## src/rtl/clk_period_meter.sv

```systemverilog
// Receive-side monitor for a slow, asynchronous clock or toggle.
// Synchronises it, emits edge enables, measures period/high time, and flags drift and stalls.
module clk_period_meter #(
    parameter int unsigned CNT_W      = 27,
    parameter int unsigned EXP_PERIOD = 100000000,
    parameter int unsigned TOL        = 1000,
    parameter int unsigned TIMEOUT    = 120000000
) (
    input  logic             clk,
    input  logic             rst,
    input  logic             clk_in,
    input  logic             clr,
    output logic             rise_pulse,
    output logic             fall_pulse,
    output logic [CNT_W-1:0] period,
    output logic [CNT_W-1:0] high_time,
    output logic             period_valid,
    output logic             in_range,
    output logic             stalled,
    output logic             err_seen
);

    typedef enum logic [1:0] {
        IDLE    = 2'd0,
        MEASURE = 2'd1,
        STALL   = 2'd2
    } state_t;

    localparam logic [CNT_W:0]   EXP_EXT  = EXP_PERIOD[CNT_W:0];
    localparam logic [CNT_W:0]   TOL_EXT  = TOL[CNT_W:0];
    localparam logic [CNT_W-1:0] TMO_LAST = CNT_W'(TIMEOUT - 1);

    state_t           state_q, state_d;
    logic [2:0]       sync_q, sync_d;
    logic [CNT_W-1:0] cnt_q, cnt_d;
    logic [CNT_W-1:0] hi_shadow_q, hi_shadow_d;
    logic [CNT_W-1:0] period_q, period_d;
    logic [CNT_W-1:0] high_time_q, high_time_d;
    logic             rise_q, rise_d;
    logic             fall_q, fall_d;
    logic             pv_q, pv_d;
    logic             in_range_q, in_range_d;
    logic             stalled_q, stalled_d;
    logic             err_q, err_d;

    logic             rise_ev;
    logic             fall_ev;
    logic [CNT_W-1:0] cnt_inc;
    logic signed [CNT_W:0] diff;
    logic [CNT_W:0]   abs_diff;
    logic             in_range_new;

    // Synchroniser chain is deliberately left out of clr so an edge in flight is not lost.
    assign sync_d  = {sync_q[1:0], clk_in};
    assign rise_ev = sync_q[1] & ~sync_q[2];
    assign fall_ev = ~sync_q[1] & sync_q[2];
    assign cnt_inc = cnt_q + CNT_W'(1);

    // One extra bit keeps the signed deviation from wrapping for any counter value.
    assign diff         = $signed({1'b0, cnt_inc}) - $signed(EXP_EXT);
    assign abs_diff     = diff[CNT_W] ? $unsigned(-diff) : $unsigned(diff);
    assign in_range_new = (abs_diff <= TOL_EXT);

    // NOTE: sequential state uses non-blocking assignments so every flop samples pre-edge values.
    always_ff @(posedge clk or posedge rst) begin
        if (rst) begin
            sync_q <= '0;
        end else begin
            sync_q <= sync_d;
        end
    end

    always_ff @(posedge clk or posedge rst) begin
        if (rst) begin
            state_q <= IDLE;
        end else begin
            state_q <= state_d;
        end
    end

    always_comb begin
        state_d = state_q;
        if (clr) begin
            state_d = IDLE;
        end else begin
            unique case (state_q)
                IDLE:    if (rise_ev) state_d = MEASURE;
                MEASURE: if (!rise_ev && (cnt_q == TMO_LAST)) state_d = STALL;
                STALL:   if (rise_ev) state_d = MEASURE;
                default: state_d = IDLE;
            endcase
        end
    end

    // NOTE: every signal gets a default before the case so no latch is inferred.
    always_comb begin
        cnt_d       = cnt_q;
        hi_shadow_d = hi_shadow_q;
        period_d    = period_q;
        high_time_d = high_time_q;
        in_range_d  = in_range_q;
        stalled_d   = stalled_q;
        err_d       = err_q;
        rise_d      = rise_ev;
        fall_d      = fall_ev;
        pv_d        = 1'b0;

        if (clr) begin
            cnt_d       = '0;
            hi_shadow_d = '0;
            period_d    = '0;
            high_time_d = '0;
            in_range_d  = 1'b0;
            stalled_d   = 1'b0;
            err_d       = 1'b0;
            rise_d      = 1'b0;
            fall_d      = 1'b0;
        end else begin
            unique case (state_q)
                IDLE: begin
                    if (rise_ev) begin
                        cnt_d       = '0;
                        hi_shadow_d = '0;
                    end
                end
                MEASURE: begin
                    if (rise_ev) begin
                        period_d    = cnt_inc;
                        high_time_d = hi_shadow_q;
                        pv_d        = 1'b1;
                        in_range_d  = in_range_new;
                        if (!in_range_new) err_d = 1'b1;
                        cnt_d       = '0;
                        hi_shadow_d = '0;
                    end else begin
                        cnt_d = cnt_inc;
                        if (fall_ev) hi_shadow_d = cnt_inc;
                        if (cnt_q == TMO_LAST) begin
                            stalled_d = 1'b1;
                            err_d     = 1'b1;
                        end
                    end
                end
                STALL: begin
                    // The gap that ends a stall is not a valid period, so nothing is published.
                    if (rise_ev) begin
                        stalled_d   = 1'b0;
                        cnt_d       = '0;
                        hi_shadow_d = '0;
                    end
                end
                default: begin
                    cnt_d = '0;
                end
            endcase
        end
    end

    always_ff @(posedge clk or posedge rst) begin
        if (rst) begin
            cnt_q       <= '0;
            hi_shadow_q <= '0;
            period_q    <= '0;
            high_time_q <= '0;
            rise_q      <= 1'b0;
            fall_q      <= 1'b0;
            pv_q        <= 1'b0;
            in_range_q  <= 1'b0;
            stalled_q   <= 1'b0;
            err_q       <= 1'b0;
        end else begin
            cnt_q       <= cnt_d;
            hi_shadow_q <= hi_shadow_d;
            period_q    <= period_d;
            high_time_q <= high_time_d;
            rise_q      <= rise_d;
            fall_q      <= fall_d;
            pv_q        <= pv_d;
            in_range_q  <= in_range_d;
            stalled_q   <= stalled_d;
            err_q       <= err_d;
        end
    end

    assign rise_pulse   = rise_q;
    assign fall_pulse   = fall_q;
    assign period       = period_q;
    assign high_time    = high_time_q;
    assign period_valid = pv_q;
    assign in_range     = in_range_q;
    assign stalled      = stalled_q;
    assign err_seen     = err_q;

endmodule

```

## config.mk

```make
export PLATFORM = sky130hd
export DESIGN_NAME = clk_period_meter
export DESIGN_NICKNAME = d
export VERILOG_FILES = /design/src/rtl/clk_period_meter.sv
export SDC_FILE = /design/constraint.sdc
export NUM_CORES = 1
export LEC_CHECK = 0
export CORE_ASPECT_RATIO = 2
export CORE_MARGIN = 2
export CORE_UTILIZATION = 25
export DETAILED_ROUTE_END_ITERATION = 10
export MAX_ROUTING_LAYER = met4
export SLEW_MARGIN = 25
export SYNTH_ARGS = -nofsm -noshare
export SYNTH_HDL_FRONTEND = slang
export SYNTH_SLANG_ARGS = --single-unit
```

## constraint.sdc

```tcl
create_clock -name clk -period 8.68 [get_ports clk]
set_clock_uncertainty 0.2 [all_clocks]
set_input_delay 1.302 -clock clk [delete_from_list [all_inputs] [get_ports clk]]
set_output_delay 1.302 -clock clk [all_outputs]
set_load 0.02 [all_outputs]
```

Word level (Yosys, flattened, before mapping)
Cells that the tools add are included.

cells by class
  magnitude comparators = 1
  reductions and logical operators = 14
  mux-type cells = 36
  bitwise operators = 4
  equality and inequality tests = 10
  add/subtract/negate cells = 3

operators by type and width
  cell                                                                      number
  27-bit 2-to-1 mux                                                         12
  27-bit case mux with 2 select lines                                       2
  28-bit by 10-bit <= comparator with 1-bit output (second input constant)  1
  28-bit 2-to-1 mux                                                         1
  28-bit negation                                                           1
  27-bit by 27-bit subtractor with 28-bit output (second input constant)    1
  27-bit by 1-bit adder with 27-bit output (second input constant)          1
  27-bit == test (second input constant)                                    1
  1-bit 2-to-1 mux                                                          16
  3-bit inequality test (second input constant)                             5
  3-bit nonzero test                                                        3
  2-bit 2-to-1 mux                                                          3
  3-bit AND reduction                                                       2
  4-bit inequality test (second input constant)                             1
  2-bit case mux with 2 select lines                                        1
  2-bit AND reduction                                                       2
  4-bit AND reduction                                                       1
  2-bit nonzero test                                                        2
  3-bit by 1-bit inequality test with 1-bit output (second input constant)  1
  1-bit AND                                                                 2
  2-bit by 1-bit == test with 1-bit output (second input constant)          1
  2-bit == test (second input constant)                                     1
  2-bit logical NOT                                                         1
  1-bit inverter                                                            2
  other kinds (4)                                                           4

storage, ports and cells
  input port bits = 4
  word-level logic and storage cells = 80
  bits in registers = 119
  output and inout port bits = 60

Longest topological paths before layout
Gate-level depths: netlist (run 1).

  depth in word-level cells = 9
  gate-level depth with buffers = 18
  mapped depth without buffers = 17

Worst setup path before layout (run 1)
Ideal clock, no wire load.

  path type = register -> register
  start = reg cnt_q[1]
  end = reg err_q, in the netlist err_seen
  required time = 8,346 ps
  buffers on the path = 1
  stages on the path, launching flop included = 19
  setup time = 134 ps
  slack = 4,031 ps
  period minus slack after synthesis = 4,649 ps
  arrival time = 4,315 ps
  cell sequence = dfrtp_1 ha_1 nand3_1 nor2_1 xnor2_1 ha_1 dlygate4sd2_1 o21ai_0 a21oi_1 mux2i_1 xnor2_1 or3_1 a2111oi_2 o211a_1 a41oi_1 nor3_1 a21oi_2 o41ai_1 o21ai_1

on the way
  cells in the longest elaborated chain, start to end = 7
  elaborated cells on any way between the ends = 9
  those cells by class = add/sub: 3; order compare: 1; eq/ne: 2; mux: 1; reduce/logical: 2

RTL lines
  element                                           line  RTL
  start: declaration                                35    logic [CNT_W-1:0] cnt_q, cnt_d;
  start signal: assignment                          172   cnt_q <= cnt_d;
  27-bit by 1-bit adder with 27-bit output          57    assign cnt_inc = cnt_q + CNT_W'(1);
  27-bit by 27-bit subtractor with 28-bit output    60    assign diff = $signed({1'b0, cnt_inc}) - $signed(EXP_EXT);
  28-bit negation                                   61    assign abs_diff = diff[CNT_W] ? $unsigned(-diff) : $unsigned(diff);
  28-bit 2-to-1 mux                                 61
  28-bit by 10-bit <= comparator with 1-bit output  62    assign in_range_new = (abs_diff <= TOL_EXT);
  3-bit inequality test (no source line)            n/a
  3-bit AND reduction (no source line) (*)          n/a
  end signal: assignment                            181   err_q <= err_d;
  end: declaration                                  44    logic err_q, err_d;

Every way passes the cells marked *; elsewhere a longest branch is shown, timed or not.
A chain may end at the register's enable or synchronous reset.

Final worst setup path (run 1)
  start = reg cnt_q[0]
  end = reg err_q, in the netlist err_seen

The elaborated chain is that of the path after synthesis.

==> impl_metrics.tcl, run 1 <==
set metrics [dict create \
    drtIter0Drc 368 \
    synth_cells 752 \
    maxClockFrequency_ghz 0.176 \
    synth_top_area_share_pct 43.7 \
    synth-simple-area-share_pct 21.7 \
    rows 85 \
    yosys.area.top_type "dfrtp_1" \
    ys_warn_count 0 \
    track_usage_pct 14.8 \
    synth-xor-area-share_pct 5.39 \
    cts_buffers 17 \
    post_drt_via_cell_ratio 5.16 \
    rsz0062_at_grt "no" \
    wirelength_mm 20.3 \
    io_buffers 63 \
    postCtsResizedCells 0 \
    start_util_pct 25.3 \
    syn-cell-area_sq_um 6820 \
    clockRootBuffer "clkbuf_16" \
    synth-seq-area-share_pct 43.7 \
    synth_fa_ha_area_share_pct 0.734 \
    drive_gt1_share_pct 9.67 \
    ioPinCount 64 \
    cts.sinks 119 \
    worstSetupStartpointType "flip-flop" \
    die_y_microns 238 \
    worst_pin_slew_ps 1030 \
    max_slew_margin_pct 31.0 \
    avgSynthCellArea_sq_um 9.07 \
    min_delay_path_depth 0 \
    firstDrtPassIters 5 \
    reg2reg_depth 16 \
    period_minus_slack_ps 5700 \
    clk_pin_slew_ps 60 \
    setup_tns_ps 0 \
    routabilityCongestion 0.946 \
    grt_overflow_total 0 \
    routedWlPerCell_microns 17.6 \
    cp_max_fo 14 \
    core_area_sq_um 26900 \
    cts_setup_buffers 0 \
    hold_start "sync_q[0]" \
    synth_compound_area_share_pct 24.0 \
    worstSetupStartpoint "cnt_q[0]" \
    vdd_drop_max_uv 110 \
    synth_mux_area_share_pct 1.27 \
    fin_util_pct 31.2 \
    crit_type "flip-flop to flip-flop" \
    drt.antenna.violating_nets 0 \
    antenna_found_initial 0 \
    grt_max_degree 71 \
    synth_area_leaders "dfrtp_1 44%, o21ai_0 6.9%, nand2_1 5.7%" \
    postCtsHoldBufs 0 \
    die_w_microns 121 \
    nets 802 \
    arrival_ps 5780 \
    clock_latency_ps 420 \
    min_path_type "flip-flop to flip-flop" \
    cts_tree "built" \
    fill_cells 2779 \
    ys.flop_type "dfrtp_1" \
    grt_pass1_wl_mm 32.3 \
    required_ps 8760 \
    status "finished, final reports clean" \
    dp_hpwl_mm 15.1 \
    drv_slew 0 \
    end_kind "flip-flop" \
    syn-num-nets 760 \
    grt_pass1_vias 5798 \
    post-route-drc-count 0 \
    finalHoldViolations 0 \
    finalCritPeriodShare_pct 65.6 \
    htreeDepth 4 \
    synth_edf_count 0 \
    setup_viol 0 \
    maxCapViolCount 0 \
    cts_buffer_depth 2 \
    area_growth_pct 23.0 \
    power_density_nw_per_um2 158 \
    leakagePower_uw 0.00334 \
    r2r-start "cnt_q[0]" \
    synth_seq_cells 119 \
    vias 5965 \
    async_flop_share_pct 100 \
    synth_top_family_by_area "compound AO/OA/AOI/OAI gates" \
    synth_cell_types 81 \
    dieArea_sq_um 28700 \
]
==> worst max-delay path: stages (launching register included) <==
cell and delay [ps]:
dfrtp_1 600, ha_1 460, nand3_1 360, nor2_1 440, xnor2_1 310, ha_1 390
o2111ai_1 150, mux2_2 310, and2_1 190, a311oi_1 730, nor4_1 140, o21ai_0 330
a21oi_2 70, nor4_2 280, o311ai_1 160, o41ai_1 310, o21ai_1 100
==> synthesized netlist by cell type, drive strengths merged (5+ instances only) <==
library cell	count
dfrtp	119
a22o	30
inv	9
buf	11
nand3	31
clkbuf	36
o22ai	5
nor3	27
o211ai	10
o21a	6
and2	7
nor2	43
or4	6
a21boi	6
and3	5
o21ai	97
nand2	104
a21oi	23
a21o	5
xnor2	28
nand4	14
xor2	14
nor4	13
or3	7
o31ai	10
mux2	5
==> path summary, 6_finish.rpt <==
kind | end | slack, ps
worst min register to register | sync_q[1] | 150
max in group asynchronous | period[19] | 5860
worst max register to register | err_seen | 2980
worst min-delay path | sync_q[1] | 150
min in group asynchronous | period_valid | 1110
worst max-delay path | err_seen | 2980
==> metal layers <==
metal / wire length (microns) / part of all wire, % / up-vias / global-route usage, %
li1: - / - / 2857 / -
met1: 7660 / 38 / 2904 / 15.2
met2: 11300 / 56 / 159 / 26.7
met3: 572 / 2.8 / 45 / 1.99
met4: 802 / 3.9 / 0 / 8.07
met5: 0 / 0 / - / -
==> flip-flops by register name, summed over array words and instances (netlist names) <==
signal        flops
hi_shadow_q      27
err_seen          1
period_valid      1
stalled           1
rise_pulse        1
cnt_q            27
period           27
in_range          1
high_time        27
sync_q            3
fall_pulse        1
state_q           2
==> per-stage QoR <==
stage                     setup WS [ps]  cell area [sq um]  total power [uW]  hold WS [ps]  std cells
final                              2980               8390              1320           150       1156
after global routing               2410               8390              1370           154       1155
after CTS                          2970               8390              1340           156       1155
after detailed placement           2970               7780               619           140       1123
after global placement             3130               7780               619           150       1123
after floorplan                    4020               6820               600           131        752
==> cell type report <==
type                            count  area, sq um  area share, %
Timing Repair Buffer               71          691           8.23
Antenna cell                        1         2.50         0.0298
Clock inverter                     14          175           2.09
Inverter                            9         36.3          0.433
Clock buffer                       18          429           5.12
Sequential cell                   119         2980           35.5
Multi-Input combinational cell    576         3640           43.4
Tap cell                          348          435           5.19
==> logic make-up after synthesis <==
group                    Yosys count
flip-flops                       119
multiplexers                       8
buffers and inverters             57
adder cells (fa/ha/maj)            4
AND/OR/NAND/NOR                  285
XOR/XNOR                          42
AO/OA/AOI/OAI                    237
==> cells in the final DEF, fill, tap and decap left out, types with 20 or more instances in the layout <==
cell               n
a21oi_1           20
a22o_1            29
clkdlybuf4s50_1   63
dfrtp_1          119
nand2_1          104
nand3_1           30
nor2_1            43
nor3_1            23
o21ai_0           94
xnor2_1           28
==> power by group <==
group | internal (uW) | switching, uW
Sequential | 557 | 3.37
Combinational | 10.6 | 35.8
Clock | 453 | 263
Total | 1020 | 303
Note: power is estimated with default switching activity, not from simulation.
==> run 2, diff against run 1 <==
clock period = 5.4 ns   (was 8.68 ns; I/O delays follow)
==> impl_metrics.tcl, run 2 (synthesis results as in run 1) <==
set metrics [dict create \
    status "finished, final reports clean" \
    hold_start "sync_q[0]" \
    io_buffers 63 \
    end_kind "flip-flop" \
    crit_chain "ha_2, nand3_1, buf_4, nor4_2, xnor2_1, a2111o_4, o311ai_2, xnor2_1, nor3_4, a21oi_2, nor4_2, o311ai_1, o41ai_1, o21ai_1" \
    required_ps 5490 \
    worst_pin_slew_ps 1090 \
    grt_overflow_total 0 \
    dp_hpwl_mm 15.7 \
    final_common_cell "dfrtp_1" \
    rows 85 \
    rsz0062_at_grt "no" \
    htreeDepth 4 \
    min_path_type "flip-flop to flip-flop" \
    arrival_ps 4980 \
    maxCapViolCount 0 \
    fin_hold_ws_ps 163 \
    ioPinCount 64 \
    slowest_delay_ps 580 \
    crit_type "flip-flop to flip-flop" \
    routedWlPerCell_microns 17.8 \
    r2r_setup_slack_ps 510 \
    finalCritPeriodShare_pct 90.6 \
    wirelength_mm 21.0 \
    clockRootBuffer "clkbuf_16" \
    r2r-start "cnt_q[1]" \
    holdPathEnd "sync_q[1]" \
    worstSetupStartpoint "cnt_q[1]" \
    area_growth_pct 26.0 \
    drive_gt1_share_pct 12.4 \
    setup_tns_ps 0 \
    post-route-drc-count 0 \
    cp_max_fo 12 \
    routabilityCongestion 0.930 \
    postCtsHoldBufs 0 \
    firstDrtPassIters 5 \
    maxClockFrequency_ghz 0.204 \
    finalHoldViolations 0 \
    drt.antenna.violating_nets 0 \
    diodes 0 \
    start_util_pct 25.3 \
    setup_viol 0 \
    clk_pin_slew_ps 60 \
    cp_slowest_cell "a2111o_4" \
    core_area_sq_um 26900 \
    dp_slack_ps 403 \
    antenna_found_initial 0 \
    finalWorstSetupSlack_ps 505 \
    post_drt_via_cell_ratio 5.16 \
    cts.sinks 119 \
    layout_common_cells "119 x dfrtp_1, 104 x nand2_1, 94 x o21ai_0" \
    grt_max_degree 66 \
    cts_buffer_depth 2 \
    vias 6084 \
    nets 826 \
    clock_latency_ps 420 \
    die_y_microns 238 \
    timing.rr.end "err_seen" \
    grt_pass1_vias 6051 \
    drtIter0Drc 387 \
    cts_buffers 17 \
    worstSetupStartpointType "flip-flop" \
    vdd_drop_max_uv 176 \
    grt_pass1_wl_mm 33.6 \
    drv_slew 0 \
    leakagePower_uw 0.00348 \
    max_slew_margin_pct 26.8 \
    fin_util_pct 31.9 \
    die_w_microns 121 \
    dieArea_sq_um 28700 \
    power_density_nw_per_um2 255 \
    cts_setup_buffers 0 \
    min_delay_path_depth 0 \
    reg2reg_depth 14 \
    fill_cells 2769 \
    cts_tree "built" \
    track_usage_pct 15.4 \
    period_minus_slack_ps 4890 \
]
[run 2: worst max path at each step]
stage / to / slack (ps) / cells after the start
finish: err_seen / 510 / 14
CTS: in_range / 360 / 17
global route: err_seen / 40 / 17
floorplan: err_seen / 750 / 18
global placement: in_range / 490 / 13
detailed placement: in_range / 400 / 17
[run 2: layer usage]
metal / GRT usage [%] / wire, microns / vias up
met5: - / 0 / -
met4: 7.89 / 839 / 0
met3: 1.99 / 524 / 44
met2: 27.7 / 11600 / 136
met1: 16.2 / 8020 / 2994
li1: - / - / 2910
[run 2: power by group]
| group | total, uW | switching [uW] | leakage (uW) | internal [uW] |
|---|---|---|---|---|
| clock network | 1210 | 433 | 0.000301 | 776 |
| logic | 79.1 | 60.8 | 0.00153 | 18.3 |
| registers | 900 | 3.81 | 0.00165 | 896 |
| total | 2190 | 498 | 0.00348 | 1690 |
[run 2: metrics by stage]
stage,cells,cell area [sq um],power [uW]
after floorplan,752,6820,965
final,1179,8590,2190
after global placement,1147,7960,996
after CTS,1179,8590,2210
after global routing,1179,8590,2250
after detailed placement,1147,7960,997
[run 2: worst max-delay path: cells and delay by family, from the launching register on]
kind	cells	cell delay [ps]
AOI/OAI and AO/OA	6	1740
xor gates and xnor gates	2	560
adders and majority gates	1	380
buffers and inverters	1	210
DFF	1	510
and+or+nand+nor	4	1140
[run 2: cell type report]
class | count | area (sq um) | share of cell area [%]
multi-input cells | 576 | 3640 | 42.4
flip-flops and latches | 119 | 2980 | 34.7
repair buffers | 95 | 871 | 10.1
clock buffers | 18 | 429 | 5.00
clock inverters | 14 | 198 | 2.30
inverters | 9 | 36.3 | 0.422
well taps | 348 | 435 | 5.07
[run 2: timing repair]
action | 4_1_cts | 5_1_grt
setup endpoints to repair | 0 | 2
resized for setup | 0 | 1
endpoints found under the hold margin | 0 | 0
==> run 3, diff against run 2 <==
SLEW_MARGIN = 20   (was 25)
==> results of run 3 <==
Final layout, timing and power as in run 2 (identical DEF).
